<file path="src/rtl/riscv_decode_issue.sv">
// Decode-and-issue stage: holds one fetched instruction, waits out RAW hazards against a
// 32-entry pending-write scoreboard, then presents the decoded fields to execute.
module riscv_decode_issue #(
  parameter int SCNT_W = 16
) (
  input  logic              clk_i,
  input  logic              rst_i,
  input  logic              instr_valid_i,
  input  logic [31:0]       instr_i,
  input  logic [31:0]       pc_i,
  output logic              instr_ready_o,
  input  logic              flush_i,
  input  logic              wb_valid_i,
  input  logic [4:0]        wb_rd_i,
  output logic [4:0]        AddrA_o,
  output logic [4:0]        AddrB_o,
  output logic [4:0]        AddrD_o,
  output logic              RegWEn_o,
  output logic              issue_valid_o,
  input  logic              issue_ready_i,
  output logic [6:0]        opcode_o,
  output logic [2:0]        funct3_o,
  output logic [6:0]        funct7_o,
  output logic [31:0]       imm_o,
  output logic [31:0]       pc_o,
  output logic              illegal_o,
  output logic [SCNT_W-1:0] stall_cnt_o,
  output logic [1:0]        dbg_state_o
);

  localparam logic [6:0] OP_R      = 7'b0110011;
  localparam logic [6:0] OP_IMM    = 7'b0010011;
  localparam logic [6:0] OP_LOAD   = 7'b0000011;
  localparam logic [6:0] OP_JALR   = 7'b1100111;
  localparam logic [6:0] OP_STORE  = 7'b0100011;
  localparam logic [6:0] OP_BRANCH = 7'b1100011;
  localparam logic [6:0] OP_LUI    = 7'b0110111;
  localparam logic [6:0] OP_AUIPC  = 7'b0010111;
  localparam logic [6:0] OP_JAL    = 7'b1101111;

  typedef enum logic [1:0] {
    ST_IDLE  = 2'd0,
    ST_CHECK = 2'd1,
    ST_ISSUE = 2'd2
  } state_t;

  state_t            r_state;
  state_t            w_state_nxt;
  logic [31:0]       r_instr;
  logic [31:0]       r_pc;
  logic [31:0]       r_pending;
  logic [31:0]       w_pending_nxt;
  logic [SCNT_W-1:0] r_stall_cnt;

  logic [6:0]        r_opcode;
  logic [2:0]        r_funct3;
  logic [6:0]        r_funct7;
  logic [31:0]       r_imm;
  logic [31:0]       r_pc_out;
  logic              r_illegal;
  logic [4:0]        r_addr_d;
  logic              r_regwen;

  logic [6:0]        w_opcode;
  logic [4:0]        w_rd;
  logic [4:0]        w_rs1;
  logic [4:0]        w_rs2;
  logic [2:0]        w_funct3;
  logic [6:0]        w_funct7;
  logic [31:0]       w_imm_i;
  logic [31:0]       w_imm_s;
  logic [31:0]       w_imm_b;
  logic [31:0]       w_imm_u;
  logic [31:0]       w_imm_j;
  logic [31:0]       w_imm;
  logic              w_use_rs1;
  logic              w_use_rs2;
  logic              w_writes;
  logic              w_illegal;
  logic              w_hazard;
  logic              w_instr_ready;
  logic              w_accept;
  logic              w_issue_fire;
  logic              w_decode_done;
  logic              w_stall;

  // Field extraction from the held word.
  assign w_opcode = r_instr[6:0];
  assign w_rd     = r_instr[11:7];
  assign w_funct3 = r_instr[14:12];
  assign w_rs1    = r_instr[19:15];
  assign w_rs2    = r_instr[24:20];
  assign w_funct7 = r_instr[31:25];

  assign w_imm_i = {{20{r_instr[31]}}, r_instr[31:20]};
  assign w_imm_s = {{20{r_instr[31]}}, r_instr[31:25], r_instr[11:7]};
  assign w_imm_b = {{19{r_instr[31]}}, r_instr[31], r_instr[7], r_instr[30:25],
                    r_instr[11:8], 1'b0};
  assign w_imm_u = {r_instr[31:12], 12'h000};
  assign w_imm_j = {{11{r_instr[31]}}, r_instr[31], r_instr[19:12], r_instr[20],
                    r_instr[30:21], 1'b0};

  always_comb begin
    w_use_rs1 = 1'b0;
    w_use_rs2 = 1'b0;
    w_writes  = 1'b0;
    w_illegal = 1'b0;
    w_imm     = 32'h0;
    case (w_opcode)
      OP_R: begin
        w_use_rs1 = 1'b1;
        w_use_rs2 = 1'b1;
        w_writes  = 1'b1;
      end
      OP_IMM, OP_LOAD, OP_JALR: begin
        w_use_rs1 = 1'b1;
        w_writes  = 1'b1;
        w_imm     = w_imm_i;
      end
      OP_STORE: begin
        w_use_rs1 = 1'b1;
        w_use_rs2 = 1'b1;
        w_imm     = w_imm_s;
      end
      OP_BRANCH: begin
        w_use_rs1 = 1'b1;
        w_use_rs2 = 1'b1;
        w_imm     = w_imm_b;
      end
      OP_LUI, OP_AUIPC: begin
        w_writes = 1'b1;
        w_imm    = w_imm_u;
      end
      OP_JAL: begin
        w_writes = 1'b1;
        w_imm    = w_imm_j;
      end
      default: w_illegal = 1'b1;
    endcase
  end

  // Pending is read as registered state, so a writeback clear is only seen a cycle later.
  assign w_hazard = (w_use_rs1 && r_pending[w_rs1]) || (w_use_rs2 && r_pending[w_rs2]);

  // Handshakes: a transfer happens on a cycle where valid and ready are both high at the
  // rising edge and flush_i is low; flush_i cancels any transfer in its cycle.
  always_comb begin
    w_state_nxt   = r_state;
    w_instr_ready = 1'b0;
    case (r_state)
      ST_IDLE: begin
        w_instr_ready = 1'b1;
        if (instr_valid_i) w_state_nxt = ST_CHECK;
      end
      ST_CHECK: begin
        if (!w_hazard) w_state_nxt = ST_ISSUE;
      end
      ST_ISSUE: begin
        w_instr_ready = issue_ready_i;
        if (issue_ready_i) w_state_nxt = instr_valid_i ? ST_CHECK : ST_IDLE;
      end
      default: w_state_nxt = ST_IDLE;
    endcase
    if (flush_i) w_state_nxt = ST_IDLE;
  end

  assign w_accept      = instr_valid_i && w_instr_ready && !flush_i;
  assign w_issue_fire  = (r_state == ST_ISSUE) && issue_ready_i && !flush_i;
  assign w_decode_done = (r_state == ST_CHECK) && !w_hazard && !flush_i;
  assign w_stall       = (r_state == ST_CHECK) && w_hazard && !flush_i;

  always_ff @(posedge clk_i or posedge rst_i) begin
    if (rst_i) begin
      r_state <= ST_IDLE;
      r_instr <= 32'h0;
      r_pc    <= 32'h0;
    end else begin
      r_state <= w_state_nxt;
      if (w_accept) begin
        r_instr <= instr_i;
        r_pc    <= pc_i;
      end
    end
  end

  // Set is applied after clear so an issuing writer wins over a same-cycle writeback.
  always_comb begin
    w_pending_nxt = r_pending;
    if (wb_valid_i) w_pending_nxt[wb_rd_i] = 1'b0;
    if (w_issue_fire && r_regwen) w_pending_nxt[r_addr_d] = 1'b1;
    w_pending_nxt[0] = 1'b0;
  end

  always_ff @(posedge clk_i or posedge rst_i) begin
    if (rst_i) begin
      r_pending   <= 32'h0;
      r_stall_cnt <= '0;
    end else begin
      r_pending <= w_pending_nxt;
      if (w_stall && (r_stall_cnt != {SCNT_W{1'b1}})) begin
        r_stall_cnt <= r_stall_cnt + {{(SCNT_W-1){1'b0}}, 1'b1};
      end
    end
  end

  always_ff @(posedge clk_i or posedge rst_i) begin
    if (rst_i) begin
      r_opcode  <= 7'h0;
      r_funct3  <= 3'h0;
      r_funct7  <= 7'h0;
      r_imm     <= 32'h0;
      r_pc_out  <= 32'h0;
      r_illegal <= 1'b0;
      r_addr_d  <= 5'h0;
      r_regwen  <= 1'b0;
    end else if (w_decode_done) begin
      r_opcode  <= w_opcode;
      r_funct3  <= w_funct3;
      r_funct7  <= w_funct7;
      r_imm     <= w_imm;
      r_pc_out  <= r_pc;
      r_illegal <= w_illegal;
      r_addr_d  <= w_writes ? w_rd : 5'h0;
      r_regwen  <= w_writes && (w_rd != 5'h0);
    end
  end

  // Read addresses come straight from the held word so the regfile sees them from the
  // first CHECK cycle, giving its registered read time to land before issue.
  assign AddrA_o       = ((r_state != ST_IDLE) && w_use_rs1) ? w_rs1 : 5'h0;
  assign AddrB_o       = ((r_state != ST_IDLE) && w_use_rs2) ? w_rs2 : 5'h0;
  assign issue_valid_o = (r_state == ST_ISSUE);
  assign AddrD_o       = issue_valid_o ? r_addr_d : 5'h0;
  assign RegWEn_o      = issue_valid_o && r_regwen;
  assign instr_ready_o = w_instr_ready;
  assign opcode_o      = r_opcode;
  assign funct3_o      = r_funct3;
  assign funct7_o      = r_funct7;
  assign imm_o         = r_imm;
  assign pc_o          = r_pc_out;
  assign illegal_o     = r_illegal;
  assign stall_cnt_o   = r_stall_cnt;
  assign dbg_state_o   = r_state;

endmodule

</file>
<file path="config.mk">
export PLATFORM = sky130hd
export DESIGN_NAME = riscv_decode_issue
export DESIGN_NICKNAME = d
export VERILOG_FILES = /design/src/rtl/riscv_decode_issue.sv
export SDC_FILE = /design/constraint.sdc
export NUM_CORES = 1
export LEC_CHECK = 0
export ABC_AREA = 1
export CORE_MARGIN = 8
export CORE_UTILIZATION = 45
export CTS_BUF_LIST = sky130_fd_sc_hd__clkbuf_8
export DETAILED_ROUTE_END_ITERATION = 7
export GPL_ROUTABILITY_DRIVEN = 0
export PLACE_DENSITY = 0.72
export SETUP_SLACK_MARGIN = 0.3
export SYNTH_ARGS = -nofsm -noshare
export SYNTH_HDL_FRONTEND = slang
export SYNTH_SLANG_ARGS = --single-unit
</file>
<file path="constraint.sdc">
create_clock -name clk_i -period 9.4 [get_ports clk_i]
set_input_delay 1.41 -clock clk_i [delete_from_list [all_inputs] [get_ports clk_i]]
set_output_delay 1.41 -clock clk_i [all_outputs]
set_load 0.02 [all_outputs]
</file>
==> flow_summary.html <==
<table>
<tr><th>Metric</th><th>Value</th></tr>
<tr><th colspan="2">Die</th></tr>
<tr><td>Initial cell density of the core</td><td>0.4582</td></tr>
<tr><td>IO Pins</td><td>193</td></tr>
<tr><td>Die Y</td><td>159.5 um</td></tr>
<tr><td>Row count</td><td>52</td></tr>
<tr><td>Chip width</td><td>159.5 um</td></tr>
<tr><td>Total Die Area</td><td>25450 um^2</td></tr>
<tr><td>Area of the placeable core</td><td>20230 um^2</td></tr>
<tr><th colspan="2">Layout</th></tr>
<tr><td>Leading cell type in the layout, fill and taps excluded</td><td>sky130_fd_sc_hd__nand2_1</td></tr>
<tr><td>Core Util, Final</td><td>0.5921</td></tr>
<tr><td>Fraction of layout cells with a size suffix above 1</td><td>0.08333</td></tr>
<tr><td>Area grow syn2layout</td><td>29.23%</td></tr>
<tr><td>Commonest cells after routing, fill and taps aside</td><td>sky130_fd_sc_hd__nand2_1 (414), sky130_fd_sc_hd__dfrtp_1 (201), sky130_fd_sc_hd__clkdlybuf4s50_1 (192)</td></tr>
<tr><td>Number of antenna cells inserted</td><td>0</td></tr>
<tr><td>Nets</td><td>1364</td></tr>
<tr><th colspan="2">Critical path</th></tr>
<tr><td>R2R Path End</td><td>imm_o[6]</td></tr>
<tr><td>Worst reg2reg path depth</td><td>12</td></tr>
<tr><td>Slack of the worst reg-to-reg path</td><td>6.37 ns</td></tr>
<tr><td>Type of element capturing the critical path</td><td>output pin</td></tr>
<tr><td>Crit path launch type</td><td>input pin</td></tr>
<tr><td>Arrival @ worst endpoint</td><td>2.69 ns</td></tr>
<tr><td>Critical path class</td><td>input pin to output pin</td></tr>
<tr><td>Critical path required time</td><td>7.99 ns</td></tr>
<tr><td>Largest fanout on the critical path</td><td>3</td></tr>
<tr><td>Critical register-to-register path startpoint</td><td>r_instr[20]</td></tr>
<tr><th colspan="2">Synthesis</th></tr>
<tr><td>Warnings from Yosys</td><td>0</td></tr>
<tr><td>Dominant cells by area after synthesis</td><td>sky130_fd_sc_hd__dfrtp_1 (54%), sky130_fd_sc_hd__nand2_1 (17%), sky130_fd_sc_hd__nand3_1 (4.5%)</td></tr>
<tr><td>Portion of the post-synthesis area used by sequential elements</td><td>0.5425</td></tr>
<tr><td>Synthesized cell area</td><td>9271 um^2</td></tr>
<tr><td>Largest area contributor in the netlist</td><td>sky130_fd_sc_hd__dfrtp_1</td></tr>
<tr><td>Number of cells produced by synthesis</td><td>1096</td></tr>
<tr><td>Syn_area_per_cell</td><td>8.459 um^2</td></tr>
<tr><td>Portion of synthesized cell area occupied by the leading cell type</td><td>0.5425</td></tr>
<tr><td>Flip-flop and latch count after synthesis</td><td>201</td></tr>
<tr><td>Post-Synthesis Net Count</td><td>1172</td></tr>
<tr><td>Post-synth cell types</td><td>30</td></tr>
<tr><th colspan="2">Clock network</th></tr>
<tr><td>TritonCTS clock tree</td><td>done</td></tr>
<tr><td>Setup Fix Bufs, Post-CTS</td><td>0</td></tr>
<tr><td>Clock slew at reported path FFs</td><td>0.06 ns</td></tr>
<tr><td>Clock tree root driver cell</td><td>sky130_fd_sc_hd__clkbuf_8</td></tr>
<tr><td>Number of hold-repair buffers added at the cts stage</td><td>0</td></tr>
<tr><td>CTS H-tree lvls</td><td>2</td></tr>
<tr><td>Clock insertion delay at the later pin of the skew report</td><td>0.51 ns</td></tr>
<tr><td>Count of clock tree sinks</td><td>201</td></tr>
<tr><td>Number of clock buffers inserted by TritonCTS</td><td>36</td></tr>
<tr><td>Cells resized by post-CTS repair</td><td>0</td></tr>
<tr><td>Clock Path Buffers</td><td>3</td></tr>
<tr><th colspan="2">Route</th></tr>
<tr><td>Initial detailed-routing violation count</td><td>486</td></tr>
<tr><td>Total wire length after detailed routing</td><td>26570 um</td></tr>
<tr><td>DRC violations left</td><td>0</td></tr>
<tr><td>Count of vias placed by the detailed router</td><td>8155</td></tr>
<tr><td>Via/cell ratio</td><td>5.168</td></tr>
<tr><td>DR pass1 iterations</td><td>5</td></tr>
<tr><td>Routed Antenna Nets</td><td>0</td></tr>
<tr><td>Routed length per instance</td><td>16.84 um</td></tr>
<tr><th colspan="2">Outcome</th></tr>
<tr><td>Run status</td><td>finished, final reports clean</td></tr>
<tr><th colspan="2">Global route</th></tr>
<tr><td>Sum of overflow across all layers after global routing</td><td>0</td></tr>
<tr><td>Vias in the first global route</td><td>8534</td></tr>
<tr><td>Global-route usage over all layers</td><td>0.2113</td></tr>
<tr><td>Met2 Resource Use GR</td><td>0.3311</td></tr>
<tr><td>Routing layer with the top usage in global route</td><td>met2</td></tr>
<tr><td>Pin count of the biggest net entering global routing</td><td>137</td></tr>
<tr><td>Met3 capacity usage during global routing</td><td>0.07058</td></tr>
<tr><td>First-pass GRT wire length</td><td>44640 um</td></tr>
<tr><td>M1 GR Usage</td><td>0.2653</td></tr>
<tr><td>Number of antenna violations at the first check in global routing</td><td>3</td></tr>
<tr><th colspan="2">Timing</th></tr>
<tr><td>Unrepaired setup endpoints after global routing</td><td>no</td></tr>
<tr><td>Max-slew headroom</td><td>0.3403</td></tr>
<tr><td>Sum of negative setup slack</td><td>0 ns</td></tr>
<tr><td>Portion of the clock cycle consumed by the worst path in the final layout</td><td>0.4367</td></tr>
<tr><td>Setup-violating endpoint count in the final report</td><td>0</td></tr>
<tr><td>Final Hold Vio Count</td><td>0</td></tr>
<tr><td>Post-layout minimum cycle time</td><td>4.105 ns</td></tr>
<tr><td>Max-slew violation total from the final report</td><td>0</td></tr>
<tr><td>Clock Skews</td><td>0.02210 ns</td></tr>
<tr><td>Max frequency</td><td>243.6 MHz</td></tr>
<tr><td>Slew of the pin with the lowest slew margin</td><td>0.9896 ns</td></tr>
<tr><th colspan="2">Placed design</th></tr>
<tr><td>Port Buffer Count</td><td>192</td></tr>
<tr><td>Final HPWL DP</td><td>18330 um</td></tr>
<tr><th colspan="2">Worst hold path</th></tr>
<tr><td>Worst Hold Path Cells</td><td>2</td></tr>
<tr><td>End of the worst hold path</td><td>pc_o[2]</td></tr>
<tr><td>Worst hold-check path type</td><td>flip-flop to flip-flop</td></tr>
<tr><td>Critical hold path startpoint</td><td>r_pc[2]</td></tr>
<tr><th colspan="2">Power</th></tr>
<tr><td>Max rail drop VDD</td><td>0.0001229 V</td></tr>
<tr><td>Leakage power</td><td>5.739 nW</td></tr>
<tr><td>Cell area power density</td><td>201.5 nW/um^2</td></tr>
<tr><th colspan="2">Flow run</th></tr>
<tr><td>Max-capacitance violation count</td><td>0</td></tr>
</table>
## cell usage after synthesis
cell and instances:
sky130_fd_sc_hd__nand2_1 414, sky130_fd_sc_hd__dfrtp_1 201, sky130_fd_sc_hd__nand3_1 83, sky130_fd_sc_hd__o21ai_0 78
sky130_fd_sc_hd__nor2_1 73, sky130_fd_sc_hd__inv_1 65, sky130_fd_sc_hd__mux2_2 36, sky130_fd_sc_hd__a21oi_1 29
sky130_fd_sc_hd__buf_2 20, sky130_fd_sc_hd__nand4_1 18, sky130_fd_sc_hd__clkbuf_1 9, sky130_fd_sc_hd__buf_4 7
sky130_fd_sc_hd__buf_6 7, sky130_fd_sc_hd__inv_2 7, sky130_fd_sc_hd__xnor2_1 7, sky130_fd_sc_hd__xor2_1 7
sky130_fd_sc_hd__a41oi_1 6, sky130_fd_sc_hd__o22ai_1 5, sky130_fd_sc_hd__o2111ai_1 4, sky130_fd_sc_hd__nand3_2 3
sky130_fd_sc_hd__nor3_1 3, sky130_fd_sc_hd__nor3_2 3, sky130_fd_sc_hd__inv_4 2, sky130_fd_sc_hd__nand2_4 2
sky130_fd_sc_hd__nor4_1 2, sky130_fd_sc_hd__ha_1 1, sky130_fd_sc_hd__nor2_4 1, sky130_fd_sc_hd__o211ai_1 1
sky130_fd_sc_hd__o21ai_1 1, sky130_fd_sc_hd__o21ai_2 1
## critical path: stages
cell	delay (ns)
sky130_fd_sc_hd__clkdlybuf4s50_1	0.50
sky130_fd_sc_hd__nor2_1	0.08
sky130_fd_sc_hd__nor2_1	0.09
sky130_fd_sc_hd__clkdlybuf4s50_1	0.61
## routing by layer
metal / up-vias / wire [um]
li1: 3934 / -
met1: 3867 / 11340
met2: 285 / 12100
met3: 63 / 2318
met4: 6 / 775
met5: - / 34
## how the worst max path moves through the flow
stage	start	end	slack [ns]	cells past startpoint
2_1_floorplan	rst_i	dbg_state_o[0]	2.51	1
3_3_place_gp	issue_ready_i	instr_ready_o	5.32	4
3_5_place_dp	issue_ready_i	instr_ready_o	5.30	4
4_1_cts	issue_ready_i	instr_ready_o	5.29	4
5_1_grt	r_instr[3]	AddrB_o[0]	5.19	8
6_report	issue_ready_i	instr_ready_o	5.30	4
## flip-flops by register name, indices dropped and copies added, names as in the netlist
name / count
dbg_state_o: 2
funct3_o: 3
funct7_o: 7
illegal_o: 1
imm_o: 32
opcode_o: 7
pc_o: 32
r_addr_d: 5
r_instr: 32
r_pc: 32
r_pending: 31
r_regwen: 1
stall_cnt_o: 16
## report_power, final
| group | internal [W] | switching [W] |
|---|---|---|
| Sequential | 0.000993 | 0.0000937 |
| Combinational | 0.000242 | 0.000306 |
| Clock | 0.000430 | 0.000351 |
## stage by stage
stage / instances / worst slack, ns / total power, W / cell area, um^2 / hold slack, ns
after floorplan: 1096 / 2.508 / 0.001387 / 9271 / 0.4419
after global placement: 1520 / 5.315 / 0.001642 / 11310 / 0.4499
after detailed placement: 1520 / 5.305 / 0.001652 / 11310 / 0.4551
after CTS: 1578 / 5.291 / 0.002449 / 11980 / 0.4699
after global routing: 1578 / 5.186 / 0.002549 / 11980 / 0.4909
final: 1578 / 5.295 / 0.002415 / 11980 / 0.4692
## area by class of cell
cell class | count | area [um^2]
clock buffers | 42 | 578.1
clock inverters | 16 | 92.59
fillers | 1815 | 8253
inverters | 74 | 290.3
multi-input cells | 778 | 3694
flip-flops and latches | 201 | 5030
well taps | 270 | 337.8
repair buffers | 197 | 1959
## cells by family (layout without fill, tap and decap cells)
| kind of cell | Yosys count | after routing | share of synthesized area |
|---|---|---|---|
| compound gates | 125 | 125 | 0.07287 |
| xor+xnor | 14 | 14 | 0.01323 |
| fa+ha+maj | 1 | 1 | 0.001349 |
| buf+inv | 117 | 329 | 0.05911 |
| flops | 201 | 201 | 0.5425 |
| mux | 36 | 36 | 0.04372 |
| simple gates | 602 | 602 | 0.2672 |
No activity file was read; power rests on OpenSTA's default activity.
